==> src/rtl/wb_port_arbiter.sv <==
// Register-file write-port arbiter: the in-order WB stage has priority, and long-latency
// results are buffered in a small FIFO with squash-on-overwrite and a starvation hold request.
module wb_port_arbiter #(
   parameter int DEPTH      = 2,
   parameter int STARVE_MAX = 4,
   parameter int DATA_W     = 64
) (
   input  logic              clk,
   input  logic              reset,
   input  logic              p_valid,
   input  logic [4:0]        p_reg,
   input  logic [DATA_W-1:0] p_data,
   input  logic              l_valid,
   input  logic [4:0]        l_reg,
   input  logic [DATA_W-1:0] l_data,
   output logic              l_ready,
   output logic              RegWrite,
   output logic [4:0]        WriteRegister,
   output logic [DATA_W-1:0] WriteData,
   output logic [31:0]       pending,
   output logic              hold_pipe
);

   localparam int AW = $clog2(DEPTH);
   localparam int SW = $clog2(STARVE_MAX + 1);
   localparam logic [AW:0]   OCC_FULL   = (AW + 1)'(DEPTH);
   localparam logic [SW-1:0] STARVE_TOP = SW'(STARVE_MAX);

   logic [4:0]        ent_reg  [DEPTH];
   logic [DATA_W-1:0] ent_data [DEPTH];
   logic [DEPTH-1:0]  ent_vld;
   logic [AW-1:0]     rd_ptr, wr_ptr;
   logic [AW:0]       occ;
   logic [SW-1:0]     starve;

   logic              p_win, head_present, head_valid, fifo_ready;
   logic              bypass, pop, push, l_acc;
   logic              sel_we;
   logic [4:0]        sel_reg;
   logic [DATA_W-1:0] sel_data;
   logic [31:0]       pend_mask;

   assign p_win        = p_valid & (p_reg != 5'd31);
   assign head_present = (occ != '0);
   assign head_valid   = head_present & ent_vld[rd_ptr];
   assign fifo_ready   = (occ != OCC_FULL);
   assign l_acc        = l_valid & fifo_ready;

   // A squashed head still consumes the slot, so bypass waits until the FIFO is truly empty.
   assign bypass = ~p_win & ~head_present & l_valid & (l_reg != 5'd31);
   assign pop    = ~p_win & head_present;
   assign push   = l_acc & (l_reg != 5'd31) & ~bypass & ~(p_win & (l_reg == p_reg));

   always_comb begin
      sel_we   = 1'b0;
      sel_reg  = '0;
      sel_data = '0;
      if (p_win) begin
         sel_we   = 1'b1;
         sel_reg  = p_reg;
         sel_data = p_data;
      end else if (head_valid) begin
         sel_we   = 1'b1;
         sel_reg  = ent_reg[rd_ptr];
         sel_data = ent_data[rd_ptr];
      end else if (bypass) begin
         sel_we   = 1'b1;
         sel_reg  = l_reg;
         sel_data = l_data;
      end
   end

   always_comb begin
      pend_mask = '0;
      for (int i = 0; i < DEPTH; i++) begin
         if (ent_vld[i]) pend_mask[ent_reg[i]] = 1'b1;
      end
   end

   assign RegWrite      = reset & sel_we;
   assign WriteRegister = reset ? sel_reg : '0;
   assign WriteData     = reset ? sel_data : '0;
   assign l_ready       = reset & fifo_ready;
   assign pending       = reset ? pend_mask : '0;
   assign hold_pipe     = reset & (starve == STARVE_TOP);

   // FIFO control, entry valid bits and starvation counter
   always_ff @(posedge clk or negedge reset) begin
      if (!reset) begin
         ent_vld <= '0;
         rd_ptr  <= '0;
         wr_ptr  <= '0;
         occ     <= '0;
         starve  <= '0;
      end else begin
         for (int i = 0; i < DEPTH; i++) begin
            if (p_win && (ent_reg[i] == p_reg)) ent_vld[i] <= 1'b0;
         end
         if (pop) begin
            ent_vld[rd_ptr] <= 1'b0;
            rd_ptr          <= rd_ptr + AW'(1);
         end
         if (push) begin
            ent_vld[wr_ptr] <= 1'b1;
            wr_ptr          <= wr_ptr + AW'(1);
         end
         occ <= occ + {{AW{1'b0}}, push} - {{AW{1'b0}}, pop};
         if (!head_present || pop)
            starve <= '0;
         else if (head_valid && p_win && (starve != STARVE_TOP))
            starve <= starve + SW'(1);
      end
   end

   // FIFO payload storage
   always_ff @(posedge clk) begin
      if (push) begin
         ent_reg[wr_ptr]  <= l_reg;
         ent_data[wr_ptr] <= l_data;
      end
   end

endmodule

==> config.mk <==
export PLATFORM = sky130hd
export DESIGN_NAME = wb_port_arbiter
export DESIGN_NICKNAME = d
export VERILOG_FILES = /design/src/rtl/wb_port_arbiter.sv
export SDC_FILE = /design/constraint.sdc
export NUM_CORES = 1
export LEC_CHECK = 0
export ABC_CLOCK_PERIOD_IN_PS = 6350
export CAP_MARGIN = 20
export CORE_UTILIZATION = 48
export CTS_BUF_LIST = sky130_fd_sc_hd__clkbuf_4
export DETAILED_ROUTE_END_ITERATION = 10
export PLACE_DENSITY = 0.83
export SKIP_LAST_GASP = 1
export SYNTH_ARGS = -nofsm -noshare
export SYNTH_HDL_FRONTEND = slang
export SYNTH_SLANG_ARGS = --single-unit
==> constraint.sdc <==
create_clock -name clk -period 6.35 [get_ports clk]
set_clock_uncertainty 0.05 [all_clocks]
set_input_delay 1.27 -clock clk [delete_from_list [all_inputs] [get_ports clk]]
set_output_delay 1.27 -clock clk [all_outputs]
set_load 0.01 [all_outputs]
==> results of run 1 <==
==> worst paths after layout <==
path / from / to / slack (ns)
worst max-delay path: p_reg[2] / WriteData[21] / 1.10
worst min-delay path: occ[1]$_DFF_PN0_ / occ[1]$_DFF_PN0_ / 0.53
worst max register to register: occ[1]$_DFF_PN0_ / ent_data[0][33]$_DFFE_PP_ / 3.64
worst min register to register: occ[1]$_DFF_PN0_ / occ[1]$_DFF_PN0_ / 0.53
max in group asynchronous: reset / rd_ptr$_DFFE_PN0N_ / 4.84
min in group asynchronous: reset / wr_ptr$_DFFE_PN0N_ / 1.14
==> final cells by class <==
cell class | count | share of cell area (%)
flip-flops and latches | 147 | 41.3
clock inverters | 14 | 1.77
clock buffers | 17 | 1.21
inverters | 6 | 0.213
repair buffers | 256 | 24.3
multi-input cells | 501 | 28.7
well taps | 211 | 2.49
==> cells in the final DEF, fill, tap and decap left out, drive strengths merged, types with 2 or more instances in the layout <==
cell             n
ha               4
nand2            8
clkinvlp         2
buf             12
bufinv           4
edfxtp         138
o21ai          142
nor4             2
or3              2
clkinv           7
inv              7
nor2            79
clkdlybuf4s50  244
a21oi           71
dfrtp            9
nor3             6
clkbuf          17
o21a             2
xnor2           13
and2            32
xor2             8
nand3            9
nand3b          10
mux2i           71
or3b             4
o22ai           34
==> kinds of logic after synthesis <==
kind of cell               after synthesis  synth area share (%)
xor gates and xnor gates                21                  2.41
DFF                                    147                  57.2
AOI/OAI and AO/OA                      250                  17.1
buffers and inverters                   65                  3.25
muxes                                   71                  9.31
adders and majority gates                4                 0.656
and+or+nand+nor                        155                  10.0
==> stage by stage <==
stage / instance area, um^2 / total power, uW / setup WS, ns
2_1_floorplan: 7630 / 2240 / 0.489
4_1_cts: 10600 / 3420 / 1.12
6_report: 10600 / 3390 / 1.10
5_1_grt: 10600 / 3580 / 0.917
3_5_place_dp: 10300 / 2780 / 1.07
3_3_place_gp: 10300 / 2760 / 1.15
==> where the power goes <==
group	internal, uW	leakage (uW)	switching (uW)
combinational	584	0.00217	750
sequential	1290	0.00138	130
clock	309	0.000163	327
==> metal layers <==
metal  track usage, %  vias up  wire length (um)
li1                 -     3079                 -
met1             31.2     3039              8510
met2             43.9      284             10100
met5                0        -                 0
met4             7.68        0               202
met3             7.55       20              1710
==> worst register-to-register path, stage by stage, from the launching register on <==
cell and delay [ns]:
dfrtp_1 0.46, inv_1 0.10, a21oi_1 0.07, or4_1 0.67, nor2_4 0.55, buf_4 0.48
==> results.yml, run 1 <==
pwr:
  pwr_density_cell_mw_per_mm2: 321
  power.leakage_uw: 0.00372
  ir_worst_vdd_v: 0.000208
sta:
  rsz0062_at_grt: "false"
  fmax_mhz: 190
  relSlewSlack_pct: 38.1
  whs_ns: 0.529
  tightest_slew_ns: 0.929
  finalSetupViolCount: 0
  drv_slew: 0
  hold_viol: 0
  finalCriticalPeriod_ns: 5.25
  fin_tns_setup_ns: 0
  period_share_pct: 82.7
worst_setup_path:
  max_stage_delay_ns: 0.63
  cp_top_family: "buffers and inverters"
  crit_slowest_cell: "clkdlybuf4s50_1"
  crit_fanout: 53
  critPathLaunchType: "primary input"
  critPathBufInv: 3
  cp.arrival_ns: 3.93
  critPathKind: "primary input to primary output"
  end_kind: "primary output"
  required_ns: 5.03
  worstRegToRegCells: 5
  worstPathCellList: "clkdlybuf4s50_1 > nand3_2 > o21ai_4 > buf_12 > o21ai_0 > a21oi_1 > nor2_1 > clkdlybuf4s50_1"
  cpMostUsedCell: "clkdlybuf4s50_1"
  path_depth: 8
global_routing:
  grt_max_degree: 71
  grt_pass1_wl_um: 32200
  grt-ovfl-total: 0
  antenna_found_initial: 0
  grt.total_usage_pct: 25.6
  grt_pass1_vias: 6332
clocking:
  clk_pin_slew_worst_paths_ns: 0.11
  clockBufferDepth: 2
  cts_buffers: 17
  clkSinkCount: 147
  post-cts-setup-buffer-count: 0
  ctsResizeCount: 0
  postCtsHoldBufs: 0
  root_buffer: "clkbuf_4"
  worstSkewPairLatency_ns: 0.53
  cts.htree.levels: 4
  cts_tree: "built"
floorplan:
  row_count: 45
  io_pins: 246
  die_y_um: 128
  die_w_um: 128
  core_area_mm2: 0.0154
  initial_core_util_pct: 49.7
  dieArea_mm2: 0.0164
cells_and_area:
  syn2layout_area_growth_pct: 38.7
  multi_input_area_mm2: 0.00304
  largest_reg_flops: 128
  final_nets: 1075
  layout-drive-gt1-share_pct: 5.63
  num-fill-cells: 1153
  utilization_pct: 68.9
  seqCellArea_mm2: 0.00437
  finalNonFillerCells: 1152
  antenna_cells: 0
synthesis:
  ys_ff_latch: 147
  synth_edf_count: 138
  synth_cell_types: 30
  synth_top_area_share_pct: 54.3
  ys_seq_area_share_pct: 57.2
  synth_area_per_cell_um2: 10.7
  yosys-top-cells-area: "edfxtp_1, mux2i_1, o21ai_0"
  yosysTopAreaCell: "edfxtp_1"
  async_flop_share_pct: 6.12
  dominantRegCellSynth: "edfxtp_1"
  synthTopCellsByCount: "o21ai_0, edfxtp_1, nor2_1, a21oi_1, mux2i_1"
  synth_fp_nets: 859
  postSynthCellCount: 713
  synth_warnings: 0
  synth.most_common_cell: "o21ai_0"
  syn_area_mm2: 0.00763
route:
  routedWlPerCell_um: 17.8
  drtPass1Iterations: 5
  drtIter0Drc: 637
  vias_per_cell: 5.57
  drtAntennaViolNets: 0
  vias: 6422
  drc: 0
  drt_wl_total_um: 20600
placement:
  dp.cells: 1121
  dpl.hpwl_um: 14100
  place_congestion: 0.915
  portBuffers: 245
status:
  status: "finished clean"
min_path:
  hold_depth: 1
  min_path_type: "flop to flop"
job:
  maxCapViolations: 0
Power figures use the tool's default switching activity.
==> inputs of run 2 (changes only) <==
--- a/config.mk
+++ b/config.mk
@@ -5,7 +5,7 @@
 export SDC_FILE = /design/constraint.sdc
 export NUM_CORES = 1
 export LEC_CHECK = 0
-export ABC_CLOCK_PERIOD_IN_PS = 6350
+export ABC_CLOCK_PERIOD_IN_PS = 5000
 export CAP_MARGIN = 20
 export CORE_UTILIZATION = 48
 export CTS_BUF_LIST = sky130_fd_sc_hd__clkbuf_4
==> constraint.sdc (replaced) <==
create_clock -name clk -period 5 [get_ports clk]
set_clock_uncertainty 0.05 [all_clocks]
set_input_delay 1 -clock clk [delete_from_list [all_inputs] [get_ports clk]]
set_output_delay 1 -clock clk [all_outputs]
set_load 0.01 [all_outputs]
==> run 2 against run 1 <==
Critical path depth is 1 lower; largest cell class unchanged; setup slack worse by 0.50 ns; via count is 0.90% higher; register-to-register slack worse by 1.1 ns; count of clock-buffer cells in the layout is 3 higher; wire length is 0.99% lower; clock power is 37% higher.
==> results.yml, run 2 (synthesized netlist as in run 1, its figures left out) <==
floorplan:
  dieArea_mm2: 0.0164
  die_y_um: 128
  initial_core_util_pct: 49.7
  core_area_mm2: 0.0154
  die_w_um: 128
  row_count: 45
  io_pins: 246
route:
  drtPass1Iterations: 5
  drt_wl_total_um: 20400
  vias: 6480
  drtIter0Drc: 424
  drc: 0
  vias_per_cell: 5.62
  drtAntennaViolNets: 0
  routedWlPerCell_um: 17.7
status:
  status: "finished clean"
global_routing:
  grt_pass1_vias: 6254
  grt_pass1_wl_um: 32000
  antenna_found_initial: 0
  grt_max_degree: 72
  grt-ovfl-total: 0
  grt.total_usage_pct: 25.3
worst_setup_path:
  critPathKind: "flop to primary output"
  end_kind: "primary output"
  rrSetupSlack_ns: 2.56
  required_ns: 3.95
  critPathLaunchType: "flop"
  cp.arrival_ns: 3.35
  crit_fanout: 47
sta:
  period_share_pct: 88.0
  drv_slew: 0
  finalCriticalPeriod_ns: 4.40
  fmax_mhz: 227
  rsz0062_at_grt: "false"
  relSlewSlack_pct: 41.8
  finalSetupViolCount: 0
  tightest_slew_ns: 0.873
  hold_viol: 0
clocking:
  cts.htree.levels: 4
  postCtsHoldBufs: 0
  cts_buffers: 17
  worstSkewPairLatency_ns: 0.52
  ctsResizeCount: 0
  post-cts-setup-buffer-count: 0
  cts_tree: "built"
  clkSinkCount: 147
  root_buffer: "clkbuf_4"
  clockBufferDepth: 2
  clk_pin_slew_worst_paths_ns: 0.12
placement:
  portBuffers: 245
  place_congestion: 0.913
  dp.cells: 1121
  dpl.hpwl_um: 14000
cells_and_area:
  layout-drive-gt1-share_pct: 5.94
  final_cell_mix: "clkdlybuf4s50_1, o21ai_0, edfxtp_1"
  final_nets: 1075
  finalNonFillerCells: 1153
  num-fill-cells: 1150
  largest_reg_flops: 128
  syn2layout_area_growth_pct: 39.7
  antenna_cells: 0
  layout_commonest_cell: "clkdlybuf4s50_1"
min_path:
  min_path_type: "flop to flop"
pwr:
  power.leakage_uw: 0.00374
  pwr_density_cell_mw_per_mm2: 413
  p_total_uw: 4400
  ir_worst_vdd_v: 0.000352
job:
  maxCapViolations: 0
==> run 2: cell count changes in the layout (fill, tap and decap cells not counted), sizes merged <==
cell / change
bufinv: +1
clkbuf: +3
clkinv: -6
clkinvlp: +3
==> run 2: stage by stage <==
stage / utilization (%) / instance area (um^2) / setup WS (ns) / hold slack [ns] / setup TNS [ns]
after global routing: 69.4 / 10700 / 0.403 / 0.568 / 0
final: 69.4 / 10700 / 0.602 / 0.539 / 0
after CTS: 69.4 / 10700 / 0.553 / 0.551 / 0
after floorplan: - / 7630 / -0.591 / 0.438 / -81.52
after global placement: 67.1 / 10300 / 0.710 / 0.508 / 0
after detailed placement: 67.1 / 10300 / 0.679 / 0.527 / 0
==> run 2: per-layer routing <==
layer / GRT usage, % / vias up / wire (um)
met5: 0 / - / 0
met2: 42.3 / 344 / 9780
met1: 31.8 / 3029 / 8370
met3: 8.10 / 31 / 1850
met4: 6.78 / 0 / 351
li1: - / 3076 / -
==> run 2: final cells by class <==
class / instances / area [um^2] / area share, %
Inverter: 6 / 22.5 / 0.211
Timing Repair Buffer: 256 / 2610 / 24.4
Tap cell: 211 / 264 / 2.48
Clock inverter: 12 / 205 / 1.92
Clock buffer: 20 / 150 / 1.41
Sequential cell: 147 / 4370 / 41.0
Multi-Input combinational cell: 501 / 3040 / 28.5
==> run 2: worst paths after layout <==
kind	start	end	cells after the start
worst max-delay path	rd_ptr$_DFFE_PN0N_	WriteData[56]	7
worst min-delay path	occ[1]$_DFF_PN0_	occ[1]$_DFF_PN0_	1
worst max register to register	occ[0]$_DFF_PN0_	ent_data[0][3]$_DFFE_PP_	4
worst min register to register	occ[1]$_DFF_PN0_	occ[1]$_DFF_PN0_	1
max in group asynchronous	reset	rd_ptr$_DFFE_PN0N_	2
min in group asynchronous	reset	starve[2]$_DFFE_PN0P_	2
==> run 2: worst max-delay path: stages (launching register included) <==
cell             delay [ns]
dfrtp_4                0.73
mux2i_1                0.19
or2_2                  0.53
buf_12                 0.27
o21ai_0                0.19
a21oi_1                0.07
nor2_1                 0.23
clkdlybuf4s50_1        0.58
==> run 2: where the power goes <==
part	internal (uW)	switching (uW)	leakage, uW
logic	768	954	0.00219
registers	1640	167	0.00138
clock network	466	407	0.000172
total	2880	1530	0.00374
==> RTL change, RTL diff (flow settings as in run 2) <==
`DATA_W`: 64 -> 56.
--- a/src/rtl/wb_port_arbiter.sv
+++ b/src/rtl/wb_port_arbiter.sv
@@ -4,5 +4,5 @@
    parameter int DEPTH      = 2,
    parameter int STARVE_MAX = 4,
-   parameter int DATA_W     = 64
+   parameter int DATA_W     = 56
 ) (
    input  logic              clk,
Interface: changed (resized WriteData, l_data and p_data); port bits go from 246 to 222. The function was not compared with the original's and may differ.
==> RTL change against run 2 <==
Synthesized area down 9.5%; sequential cell count down 16; design area down 9.8%; worst hold slack worse by 4.0 ps; global-route usage down 0.97 points; worst setup slack better by 18 ps; power down 10%; largest cell class unchanged; critical path type is now primary input to output pin; routed wire length down 12%.
==> RTL change: results (changes against run 2) <==
stage,metric,value,unit,change
clock_network,cts-resized-gates,0,,unchanged
placement,hpwl,11990,microns,was 13960 microns
timing,worstMarginPinSlew,708.3,ps,was 872.8 ps
placement,place_ws,619.1,ps,was 679.2 ps
route,avgRoutedWirePerCell,17.10,microns,was 17.65 microns
critical_path,critPathMaxFanout,50,,was 47
final_layout,nNetsFinal,980,,was 1075
clock_network,clk_pin_slew,100,ps,was 120 ps
critical_path,crit_end,WriteData[17],,was WriteData[56]
synth,syn-num-nets,781,,was 859
grt,grt_pass1_vias,5776,,was 6254
synth,async_reset_ff_share,6.870,%,was 6.122%
power_and_ir_drop,leakagePower,3.400,nW,was 3.742 nW
power_and_ir_drop,ir_drop,0.2325,mV,was 0.3522 mV
placement,place_inst,1010,,was 1121
critical_path,r2r_start,occ[1],,was occ[0]
route,drtIter0Drc,535,,was 424
synth,seq_area_frac_synth,56.30,%,was 57.25%
synth,synth_edf_count,122,,was 138
critical_path,rr_worst_depth,5,,was 4
route,viasPerCell,5.646,,was 5.620
critical_path,reg2reg_slack,2680,ps,was 2560 ps
route,routed_wirelength,17830,microns,was 20350 microns
critical_path,slowest_stage,clkdlybuf4s50_1,,was dfrtp_4
critical_path,cp.arrival,3330,ps,was 3350 ps
run_status,status,completed,,unchanged
final_layout,fillerInstances,1019,,was 1150
critical_path,crit_path_start,p_reg[1],,was rd_ptr
critical_path,reg2reg_to,ent_data[1][22],,was ent_data[0][3]
route,firstDrtPassIters,5,,unchanged
power_and_ir_drop,switchingPower,1.385,mW,was 1.529 mW
clock_network,clock_latency,490,ps,was 520 ps
final_layout,largest_register_ffs,112,,was 128
placement,portBuffers,221,,was 245
placement,place_area,0.009268,sq mm,was 0.01031 sq mm
grt,grtUsageTotal,24.38,%,was 25.35%
grt,grt_pass1_wl,27990,microns,was 32000 microns
synth,synth_commonest_cells,"o21ai_0, edfxtp_1, nor2_1",,unchanged
critical_path,max_stage_delay,630,ps,was 730 ps
grt,grt_max_degree,75,,was 72
placement,finalWeightedCongestion,0.8235,,was 0.9125
synth,synth_area_leaders,"edfxtp_1, mux2i_1, o21ai_0",,unchanged
synth,postSynthAreaPerCell,10.61,sq um,was 10.70 sq um
final_layout,layout-drive-gt1-share,6.489,%,was 5.945%
==> RTL change: cell count changes after synthesis <==
cell / delta
o21ai_0: -16
a21oi_1: -8
o21ai_2: -1
clkbuf_1: -5
mux2i_1: -8
nor2_1: -8
edfxtp_1: -16
o21ai_4: +1
buf_1: -1
==> RTL change: area by class of cell <==
| cell class | instances | area, sq um | area share [%] |
|---|---|---|---|
| clock buffer | 18 | 135.1 | 1.405 |
| clock inverter | 14 | 185.2 | 1.926 |
| inverter | 6 | 22.52 | 0.2342 |
| multi-input combinational | 461 | 2813 | 29.25 |
| sequential | 131 | 3892 | 40.48 |
| tap | 180 | 225.2 | 2.342 |
| timing repair buffer | 233 | 2342 | 24.36 |
==> RTL change: worst min path at each step <==
stage | slack, ps | endpoint | from | depth (start not counted)
floorplan | 440 | wr_ptr | wr_ptr | 1
global placement | 490 | occ[1] | occ[1] | 1
detailed placement | 510 | occ[1] | occ[1] | 1
CTS | 520 | occ[1] | occ[1] | 1
global route | 560 | occ[1] | occ[1] | 1
finish | 540 | occ[1] | occ[1] | 1
==> RTL change: critical path, delay by kind of cell <==
kind / cells / cell delay (ps)
buf+inv: 3 / 1500
compound gates: 3 / 590
simple gates: 2 / 240
==> RTL change: layer usage <==
layer	global-route usage [%]	wire, microns	vias up
li1	-	-	2808
met1	30.38	7691	2783
met2	42.02	8700	271
met3	4.494	1196	27
met4	9.105	246	0
met5	0	0	-
==> RTL change: kinds of logic after synthesis <==
| group | count (synthesis) | synth area share, % |
|---|---|---|
| compound gates | 226 | 17.28 |
| xor+xnor | 21 | 2.663 |
| fa+ha+maj | 4 | 0.7247 |
| buf+inv | 59 | 3.261 |
| flops | 131 | 56.30 |
| mux | 63 | 9.130 |
| simple gates | 147 | 10.63 |
==> RTL change: power by group through the flow <==
stage / Sequential, mW / Clock [mW] / Combinational, mW
detailed placement: 1.65 / 0 / 1.50
floorplan: 1.57 / 0 / 0.990
finish: 1.63 / 0.778 / 1.54
global placement: 1.64 / 0 / 1.47
CTS: 1.63 / 0.799 / 1.51
global route: 1.65 / 0.840 / 1.68
